===== config.mk =====
export PLATFORM = sky130hd
export DESIGN_NAME = cpu_core_v2_flat
export DESIGN_NICKNAME = d
export VERILOG_FILES = /design/src/rtl/cpu_core_v2_if.sv /design/src/rtl/cpu_core_v2.sv /design/src/flat_wrapper.sv
export SDC_FILE = /design/constraint.sdc
export NUM_CORES = 1
export LEC_CHECK = 0
export ABC_AREA = 0
export ABC_CLOCK_PERIOD_IN_PS = 3150
export CORE_MARGIN = 3
export CORE_UTILIZATION = 57
export CTS_CLUSTER_DIAMETER = 150
export CTS_CLUSTER_SIZE = 16
export DETAILED_ROUTE_END_ITERATION = 8
export GPL_TIMING_DRIVEN = 0
export PLACE_DENSITY_LB_ADDON = 0.3
export REMOVE_ABC_BUFFERS = 1
export SYNTH_ARGS = -nofsm -noshare
export SYNTH_HDL_FRONTEND = slang
export SYNTH_SLANG_ARGS = --single-unit

===== constraint.sdc =====
create_clock -name clock_i -period 3.15 [get_ports clock_i]
set_input_delay 0.63 -clock clock_i [delete_from_list [all_inputs] [get_ports clock_i]]
set_output_delay 0.63 -clock clock_i [all_outputs]
set_load 0.02 [all_outputs]

===== src/rtl/cpu_core_v2_if.sv =====
// rtl/cpu_core_v2_if.sv - external memory bus between cpu_core_v2 and its memory
// Signals:
//   data_i        8  read data returned by memory
//   data_valid_i  1  read data valid at the tick edge (low = wait state)
//   data_o        8  write data
//   address_o    16  bus address
//   bus_read_o    1  read strobe
//   bus_write_o   1  write strobe
// Modports: master = CPU side, slave = memory side.
interface cpu_core_v2_if;
    logic [7:0]  data_i;
    logic        data_valid_i;
    logic [7:0]  data_o;
    logic [15:0] address_o;
    logic        bus_read_o;
    logic        bus_write_o;

    modport master (
        input  data_i, data_valid_i,
        output data_o, address_o, bus_read_o, bus_write_o
    );

    modport slave (
        output data_i, data_valid_i,
        input  data_o, address_o, bus_read_o, bus_write_o
    );
endinterface


===== src/rtl/cpu_core_v2.sv =====
// rtl/cpu_core_v2.sv - tick-driven 6502-subset CPU core with registered memory bus
// Ports:
//   clock_i            system clock
//   reset_ni           asynchronous active-low reset
//   bus                cpu_core_v2_if.master memory bus (registered outputs)
//   tick_o             one-clock CPU tick enable, every CLOCK_DIVIDER clocks
//   program_counter_o  PC
//   accumulator_o      A
//   index_x_o          X
//   status_o           P (N V - B D I Z C)
//   stack_pointer_o    SP
module cpu_core_v2 #(
    parameter int unsigned CLOCK_DIVIDER = 12,
    parameter logic [15:0] RESET_VECTOR  = 16'hFFFC,
    parameter logic [7:0]  STACK_PAGE    = 8'h01,
    parameter logic [7:0]  INITIAL_SP    = 8'hFD
) (
    input  logic                clock_i,
    input  logic                reset_ni,
    cpu_core_v2_if.master       bus,
    output logic                tick_o,
    output logic [15:0]         program_counter_o,
    output logic [7:0]          accumulator_o,
    output logic [7:0]          index_x_o,
    output logic [7:0]          status_o,
    output logic [7:0]          stack_pointer_o
);
    typedef enum logic [2:0] {RESET_LO, RESET_HI, FETCH, OP1, OP2, OP3} state_t;

    localparam logic [7:0] DIV_LAST = 8'(CLOCK_DIVIDER - 1);

    state_t      state_q;
    logic [7:0]  div_q;
    logic        tick_q;
    logic [15:0] address_q;
    logic        bus_read_q;
    logic        bus_write_q;
    logic [7:0]  data_out_q;
    logic [15:0] pc_q;
    logic [7:0]  a_q, x_q, sp_q, p_q;
    logic [7:0]  opcode_q;
    logic [7:0]  lo_q;

    logic [7:0]  rd;
    logic        stall;
    logic [15:0] pc_inc;
    logic [8:0]  adc_sum;
    logic        adc_v;

    assign rd      = bus.data_i;
    // A read without valid data freezes the whole machine for this tick.
    assign stall   = bus_read_q && !bus.data_valid_i;
    assign pc_inc  = pc_q + 16'd1;
    assign adc_sum = {1'b0, a_q} + {1'b0, rd} + {8'h00, p_q[0]};
    assign adc_v   = (a_q[7] == rd[7]) && (adc_sum[7] != a_q[7]);

    function automatic logic [7:0] set_nz(input logic [7:0] p, input logic [7:0] r);
        return {r[7], p[6:2], (r == 8'h00), p[0]};
    endfunction

    always_ff @(posedge clock_i or negedge reset_ni) begin
        if (!reset_ni) begin
            div_q  <= 8'h00;
            tick_q <= 1'b0;
        end else if (div_q == DIV_LAST) begin
            div_q  <= 8'h00;
            tick_q <= 1'b1;
        end else begin
            div_q  <= div_q + 8'd1;
            tick_q <= 1'b0;
        end
    end

    // Each tick completes the bus cycle currently presented and sets up the next one.
    always_ff @(posedge clock_i or negedge reset_ni) begin
        if (!reset_ni) begin
            state_q     <= RESET_LO;
            address_q   <= RESET_VECTOR;
            bus_read_q  <= 1'b1;
            bus_write_q <= 1'b0;
            data_out_q  <= 8'h00;
            pc_q        <= 16'h0000;
            a_q         <= 8'h00;
            x_q         <= 8'h00;
            sp_q        <= INITIAL_SP;
            p_q         <= 8'h34;
            opcode_q    <= 8'h00;
            lo_q        <= 8'h00;
        end else if (tick_q && !stall) begin
            case (state_q)
                RESET_LO: begin
                    lo_q      <= rd;
                    address_q <= RESET_VECTOR + 16'd1;
                    state_q   <= RESET_HI;
                end
                RESET_HI: begin
                    pc_q      <= {rd, lo_q};
                    address_q <= {rd, lo_q};
                    state_q   <= FETCH;
                end
                FETCH: begin
                    opcode_q  <= rd;
                    pc_q      <= pc_inc;
                    address_q <= pc_inc;
                    state_q   <= OP1;
                end
                OP1: begin
                    state_q <= FETCH;
                    case (opcode_q)
                        8'hA9: begin
                            a_q <= rd; p_q <= set_nz(p_q, rd);
                            pc_q <= pc_inc; address_q <= pc_inc;
                        end
                        8'h69: begin
                            a_q <= adc_sum[7:0];
                            p_q <= {adc_sum[7], adc_v, p_q[5:2], (adc_sum[7:0] == 8'h00), adc_sum[8]};
                            pc_q <= pc_inc; address_q <= pc_inc;
                        end
                        8'hA5, 8'h85: begin
                            pc_q      <= pc_inc;
                            address_q <= {8'h00, rd};
                            state_q   <= OP2;
                            if (opcode_q == 8'h85) begin
                                bus_read_q <= 1'b0; bus_write_q <= 1'b1; data_out_q <= a_q;
                            end
                        end
                        8'hAD, 8'h8D, 8'h4C: begin
                            lo_q <= rd; pc_q <= pc_inc; address_q <= pc_inc; state_q <= OP2;
                        end
                        8'hE8: begin
                            x_q <= x_q + 8'd1; p_q <= set_nz(p_q, x_q + 8'd1); address_q <= pc_q;
                        end
                        8'hCA: begin
                            x_q <= x_q - 8'd1; p_q <= set_nz(p_q, x_q - 8'd1); address_q <= pc_q;
                        end
                        8'h48: begin
                            address_q  <= {STACK_PAGE, sp_q};
                            bus_read_q <= 1'b0; bus_write_q <= 1'b1; data_out_q <= a_q;
                            state_q    <= OP2;
                        end
                        8'h68: begin
                            // Dummy stack read before the real pull, as on the 6502.
                            address_q <= {STACK_PAGE, sp_q};
                            state_q   <= OP2;
                        end
                        default: address_q <= pc_q;
                    endcase
                end
                OP2: begin
                    state_q <= FETCH;
                    case (opcode_q)
                        8'hA5: begin
                            a_q <= rd; p_q <= set_nz(p_q, rd); address_q <= pc_q;
                        end
                        8'h85, 8'h48: begin
                            bus_read_q <= 1'b1; bus_write_q <= 1'b0; address_q <= pc_q;
                            if (opcode_q == 8'h48) sp_q <= sp_q - 8'd1;
                        end
                        8'hAD, 8'h8D: begin
                            pc_q      <= pc_inc;
                            address_q <= {rd, lo_q};
                            state_q   <= OP3;
                            if (opcode_q == 8'h8D) begin
                                bus_read_q <= 1'b0; bus_write_q <= 1'b1; data_out_q <= a_q;
                            end
                        end
                        8'h4C: begin
                            pc_q <= {rd, lo_q}; address_q <= {rd, lo_q};
                        end
                        8'h68: begin
                            address_q <= {STACK_PAGE, sp_q + 8'd1};
                            state_q   <= OP3;
                        end
                        default: address_q <= pc_q;
                    endcase
                end
                OP3: begin
                    state_q     <= FETCH;
                    address_q   <= pc_q;
                    bus_read_q  <= 1'b1;
                    bus_write_q <= 1'b0;
                    if (opcode_q == 8'hAD) begin
                        a_q <= rd; p_q <= set_nz(p_q, rd);
                    end else if (opcode_q == 8'h68) begin
                        a_q <= rd; p_q <= set_nz(p_q, rd); sp_q <= sp_q + 8'd1;
                    end
                end
                default: begin
                    state_q   <= FETCH;
                    address_q <= pc_q;
                end
            endcase
        end
    end

    assign bus.address_o     = address_q;
    assign bus.bus_read_o    = bus_read_q;
    assign bus.bus_write_o   = bus_write_q;
    assign bus.data_o        = data_out_q;
    assign tick_o            = tick_q;
    assign program_counter_o = pc_q;
    assign accumulator_o     = a_q;
    assign index_x_o         = x_q;
    assign status_o          = p_q;
    assign stack_pointer_o   = sp_q;
endmodule


===== src/flat_wrapper.sv =====
// flat-port wrapper written by rule: the top's interface ports become plain ports
module cpu_core_v2_flat 
#(
    parameter int unsigned CLOCK_DIVIDER = 12,
    parameter logic [15:0] RESET_VECTOR  = 16'hFFFC,
    parameter logic [7:0]  STACK_PAGE    = 8'h01,
    parameter logic [7:0]  INITIAL_SP    = 8'hFD
)
  (clock_i, reset_ni, tick_o, program_counter_o, accumulator_o, index_x_o, status_o, stack_pointer_o, bus_data_i, bus_data_valid_i, bus_data_o, bus_address_o, bus_bus_read_o, bus_bus_write_o);
  cpu_core_v2_if bus_i ();
  input  logic clock_i;
  input  logic reset_ni;
  output logic tick_o;
  output logic [15:0] program_counter_o;
  output logic [7:0] accumulator_o;
  output logic [7:0] index_x_o;
  output logic [7:0] status_o;
  output logic [7:0] stack_pointer_o;
  input wire logic [$bits(bus_i.data_i)-1:0] bus_data_i;
  input wire logic [$bits(bus_i.data_valid_i)-1:0] bus_data_valid_i;
  output wire logic [$bits(bus_i.data_o)-1:0] bus_data_o;
  output wire logic [$bits(bus_i.address_o)-1:0] bus_address_o;
  output wire logic [$bits(bus_i.bus_read_o)-1:0] bus_bus_read_o;
  output wire logic [$bits(bus_i.bus_write_o)-1:0] bus_bus_write_o;
  assign bus_i.data_i = bus_data_i;
  assign bus_i.data_valid_i = bus_data_valid_i;
  assign bus_data_o = bus_i.data_o;
  assign bus_address_o = bus_i.address_o;
  assign bus_bus_read_o = bus_i.bus_read_o;
  assign bus_bus_write_o = bus_i.bus_write_o;
  cpu_core_v2 #(.CLOCK_DIVIDER(CLOCK_DIVIDER), .RESET_VECTOR(RESET_VECTOR), .STACK_PAGE(STACK_PAGE), .INITIAL_SP(INITIAL_SP)) u_core (.clock_i(clock_i), .reset_ni(reset_ni), .bus(bus_i), .tick_o(tick_o), .program_counter_o(program_counter_o), .accumulator_o(accumulator_o), .index_x_o(index_x_o), .status_o(status_o), .stack_pointer_o(stack_pointer_o));
endmodule

# Yosys cells after proc, flatten, opt, wreduce, memory -nomap -nowiden

Index checks and enable logic that the tools add are counted.
Widths: inputs -> output; s select.

Add/sub/neg operators: 8
Eq/ne operators: 36
Multiplexer cells: 44
Bitwise gates (word level): 5
Reductions and logical operators: 35

Operators with widths:

| kind                  | count |
|---|---|
| $mux 8                | 15 |
| $pmux 8 s2            | 6 |
| $pmux 16 s5           | 1 |
| $pmux 16 s2           | 2 |
| $pmux 16 s4           | 1 |
| $eq 8x8->1 const B    | 7 |
| $pmux 16 s3           | 1 |
| $pmux 8 s3            | 2 |
| $eq 8x7->1 const B    | 4 |
| $logic_not 8->1       | 4 |
| $pmux 8 s4            | 1 |
| $add 8x1->8 const B   | 3 |
| $reduce_and 6->1      | 3 |
| $add 16x1->16 const B | 1 |
| $mux 16               | 1 |
| $sub 8x1->8 const B   | 2 |
| $reduce_or 7->1       | 2 |
| $ne 3x2->1 const B    | 4 |
| $pmux 3 s4            | 1 |
| $ne 2x2->1 const B    | 5 |
| $reduce_and 5->1      | 2 |
| $add 8x8->9           | 1 |
| $add 9x1->9           | 1 |
| $eq 8x4->1 const B    | 1 |
| 27 further kinds      | 57 |

Register bits: 98
Input port bits: 11
Output and inout bits: 75
Word-level logic and storage cells: 143

# Logic depth before layout (Yosys ltp)

Depth after elaboration: 6
Mapped depth: 9
Gate-level depth less buffers: 8

# Least setup slack after synthesis

OpenSTA, ideal clock, no wires.

Path type: input -> register
From: input bus_data_i[0]
To: register u_core.a_q[6], in the netlist u_core.accumulator_o[6]
Library setup time: 84 ps
Arrival time: 2596 ps
Data required time: 3066 ps
Path slack: 470 ps
Stages on the path: 8
Path buffers: 0
Cell sequence: fa_1 -> fa_1 -> a211oi_1 -> nor2_1 -> o221ai_1 -> o311ai_0 -> mux2_2 -> o21ai_0

Word-level cells in the longest chain between the ends: 4

Ends and longest elaborated chain:

| what                 | line               | RTL |
|---|---|---|
| from (decl)          | flat_wrapper.sv:19 | `input wire logic [$bits(bus_i.data_i)-1:0] bus_data_i;` |
| $add 8x8->9          | cpu_core_v2.sv:54  | `assign adc_sum = {1'b0, a_q} + {1'b0, rd} + {8'h00, p_q[0]};` |
| $add 9x1->9          | cpu_core_v2.sv:54  |  |
| $pmux 8 s2           | cpu_core_v2.sv:109 | `case (opcode_q)` |
| $pmux 8 s3           | cpu_core_v2.sv:90  | `case (state_q)` |
| to (signal assigned) | cpu_core_v2.sv:111 | `a_q <= rd; p_q <= set_nz(p_q, rd);` |
| to (signal assigned) | cpu_core_v2.sv:115 | `a_q <= adc_sum[7:0];` |
| to (signal assigned) | cpu_core_v2.sv:153 | `a_q <= rd; p_q <= set_nz(p_q, rd); address_q <= pc_q;` |
| to (decl)            | cpu_core_v2.sv:40  | `logic [7:0] a_q, x_q, sp_q, p_q;` |

No other way between the ends.
A chain may end at the register's enable or synchronous reset.

# Final worst setup path

From: register u_core.state_q[0]
To: register u_core.pc_q[9], in the netlist u_core.program_counter_o[9]

Word-level cells in the longest chain between the ends: 3
Elaborated cells between the ends (all ways): 9
Those cells by class: 6 x eq/ne; 1 x mux; 2 x reduce/logical

Ends and longest elaborated chain:

| what                                                      | line               | RTL |
|---|---|---|
| from (decl)                                               | cpu_core_v2.sv:32  | `state_t state_q;` |
| from (signal assigned)                                    | cpu_core_v2.sv:77  | `state_q <= RESET_LO;` |
| from (signal assigned)                                    | cpu_core_v2.sv:94  | `state_q <= RESET_HI;` |
| from (signal assigned)                                    | cpu_core_v2.sv:99  | `state_q <= FETCH;` |
| $eq 3x3->1, or another cell as far along                  | cpu_core_v2.sv:90  |  |
| $ne 3x2->1 (no source line), or another cell as far along | n/a                |  |
| $reduce_and 4->1 (no source line)                         | n/a                |  |
| to (signal assigned)                                      | cpu_core_v2.sv:97  | `pc_q <= {rd, lo_q};` |
| to (signal assigned)                                      | cpu_core_v2.sv:103 | `pc_q <= pc_inc;` |
| to (signal assigned)                                      | cpu_core_v2.sv:112 | `pc_q <= pc_inc; address_q <= pc_inc;` |
| to (decl)                                                 | cpu_core_v2.sv:39  | `logic [15:0] pc_q;` |

Parallel ways exist; a longest one is shown, timed or not.

==> results.toml <==
[place]
port_buffers = 81
gp_congestion = 0.950
dpl.hpwl_um = 14400
placedCellCount = 971

[cells_and_area]
fin_cells = 989
seq_area_mm2 = 0.00248
nets = 868
n_antenna_cell = 0
drive_above_1_share = 0.113
fillers = 934
multi_input_area_mm2 = 0.00403
final_cell_mix = "77 x o21ai_0, 77 x clkdlybuf4s50_1, 76 x nor2_1"
area_growth_pct = 17.2

[job]
maxCapViolations = 0

[power_and_ir_drop]
pwr-share-clk = 0.336
combPwrFrac = 0.202
swShare = 0.312
power.switching_mw = 1.00
p_leak_nw = 3.21
peakVddDrop_uv = 298
p_int_mw = 2.21
seqPwrFrac = 0.462
power.density_mw_per_mm2 = 404

[cts]
cts_tree = "built"
cts_sinks = 98
cts_root_buf = "clkbuf_16"
numCtsBuffers = 9
clkTransAtPathRegs_ps = 70
insertion_delay_ps = 360
clk_path_buf_depth = 2
cts_max_level = 3

[worst_setup_path]
crit_arrival_ps = 3230
start_kind = "flop"
critPathKind = "reg -> reg"
end_kind = "flop"
required_ps = 3400
reg2reg_depth = 6
rr_endpoint = "u_core.program_counter_o[9]"
r2r_setup_slack_ps = 170
r2r-start = "u_core.state_q[0]"
crit_fanout = 27

[global_route]
grt_usage = 0.322
grt_pass1_vias = 6426
antenna_found_initial = 0
overflow = 0
grt_max_degree = 58
grt_pass1_wl_um = 33600

[synthesis]
synth.avg_cell_area_um2 = 8.49
syn_area_mm2 = 0.00677
async_flop_share = 1.00
synth-edff-count = 0
ys_warn_count = 0
seq_area_frac_synth = 0.366
synth_cell_types = 77
ys.flop_type = "dfrtp_1"
syn_inst = 798
synth_seq_cells = 98

[floorplanning]
initial_utilization = 0.588
ios = 86
die_h_um = 115
coreArea_mm2 = 0.0115
die_x_um = 115
row_count = 39
die_area_mm2 = 0.0132

[drt]
vias = 6649
wl_per_cell_um = 21.1
drt_iter0_drc = 807
routed_wl_um = 20900
drt_pass1_iterations = 5
drc = 0
postRouteAntennaNets = 0
vias_per_cell = 6.72

[sta]
clock_skew_ps = 8.69
hold_viol_final = 0
fmax_mhz = 336
slew_viol_final = 0
setup_viol = 0
min_period_over_period = 0.945
rsz0062_at_grt = "false"
slew_headroom = 0.298
fin_hold_ws_ps = 264
tightest_slew_ps = 1050
finalCriticalPeriod_ps = 2980

[run_status]
outcome = "finished, final reports clean"

[min_path]
hold_class = "in -> async"
[worst max path at each step]
stage | start | endpoint | cells after the start
2_1_floorplan | u_core.state_q[2] | u_core.program_counter_o[0] | 6
3_3_place_gp | reset_ni | u_core.program_counter_o[0] | 1
3_5_place_dp | bus_data_i[0] | u_core.accumulator_o[6] | 9
4_1_cts | u_core.opcode_q[3] | u_core.stack_pointer_o[2] | 5
5_1_grt | u_core.state_q[2] | u_core.bus.data_o[2] | 5
6_report | u_core.state_q[0] | u_core.program_counter_o[9] | 6
[critical path, cell delays in order, from the launching register on]
cell	delay (ps)
dfrtp_2	620
nor2_1	480
nand2_1	300
o21ai_1	900
nand2_1	150
o22a_1	210
o22a_1	190
[what timing repair did]
| item | CTS | global route |
|---|---|---|
| setup endpoints to repair | 53 | 19 |
| resized for setup | 6 | 7 |
| hold buffers | 0 | 0 |
| gates cloned | 0 | 0 |
| buffers inserted | 0 | 2 |
| pin swaps | 0 | 1 |
[flip-flops by register name, summed over array words and instances, names as in the netlist, 3 cells and up]
name and flops:
u_core.opcode_q 8, u_core.accumulator_o 8, u_core.stack_pointer_o 8, u_core.state_q 3
u_core.bus.data_o 8, u_core.bus.address_o 16, u_core.div_q 8, u_core.status_o 4
u_core.program_counter_o 16, u_core.index_x_o 8, u_core.lo_q 8
[cells in the mapped netlist (5+ instances only)]
| library cell | count | area (um^2) |
|---|---|---|
| inv_1 | 18 | 67.6 |
| nor3b_1 | 5 | 37.5 |
| nor2_1 | 76 | 285 |
| and3_1 | 13 | 81.3 |
| a211oi_1 | 9 | 67.6 |
| nand3_1 | 25 | 125 |
| nor4_1 | 10 | 62.6 |
| buf_2 | 5 | 25.0 |
| nand2b_1 | 6 | 37.5 |
| nand2_1 | 66 | 248 |
| mux2_2 | 25 | 282 |
| clkbuf_1 | 44 | 165 |
| mux2i_1 | 9 | 90.1 |
| a32oi_1 | 5 | 43.8 |
| xor2_1 | 20 | 175 |
| a21oi_1 | 63 | 315 |
| a22oi_1 | 11 | 82.6 |
| ha_1 | 14 | 175 |
| or4_1 | 5 | 37.5 |
| a31oi_1 | 14 | 87.6 |
| dfstp_2 | 22 | 578 |
| o22ai_1 | 9 | 56.3 |
| nor2b_1 | 9 | 56.3 |
| o31ai_1 | 7 | 52.6 |
| nor3_1 | 27 | 135 |
| xnor2_1 | 24 | 210 |
| a22o_1 | 5 | 43.8 |
| dfrtp_1 | 76 | 1900 |
| o21ai_0 | 78 | 390 |
[metal layers]
| layer | part of all wire | global-route usage | vias to the layer above | wire, um |
|---|---|---|---|---|
| li1 | - | - | 3007 | - |
| met4 | 0.050 | 0.165 | 0 | 1040 |
| met3 | 0.094 | 0.0689 | 83 | 1970 |
| met5 | 0 | 0 | - | 0 |
| met1 | 0.41 | 0.440 | 3186 | 8500 |
| met2 | 0.45 | 0.481 | 373 | 9350 |
[layout make-up]
cell class              instances  area share
multi-input cells             627       0.508
flip-flops and latches         98       0.313
repair buffers                 87       0.112
clock buffers                  13      0.0328
well taps                     143      0.0226
inverters                      18     0.00852
clock inverters                 3     0.00284
[logic make-up (layout without fill, tap and decap cells)]
family	Yosys count	after routing	synth area share
flops	98	98	0.366
mux	34	34	0.0549
xor+xnor	44	44	0.0569
buf+inv	75	121	0.0458
simple gates	279	279	0.211
fa+ha+maj	16	16	0.0318
compound gates	250	250	0.232
other cells	2	4	0.00111
[power groups by stage]
stage	logic [mW]	clock network [mW]	registers, mW
floorplan	0.297	0	1.54
global placement	0.611	0	1.49
detailed placement	0.632	0	1.50
CTS	0.638	1.08	1.47
global route	0.703	1.15	1.49
finish	0.648	1.08	1.48
[per-stage QoR]
| stage | power [mW] | instance area, um^2 | utilization | setup TNS [ps] | setup slack [ps] |
|---|---|---|---|---|---|
| finish | 3.21 | 7930 | 0.689 | 0 | 174 |
| global route | 3.35 | 7930 | 0.689 | 0 | 47.4 |
| CTS | 3.20 | 7900 | 0.686 | 0 | 47.4 |
| detailed placement | 2.13 | 7600 | 0.660 | -10420 | -611 |
| global placement | 2.10 | 7530 | 0.654 | -239080 | -2100 |
| floorplan | 1.83 | 6540 | - | 0 | 160 |
(Power assumes the default switching activity.)
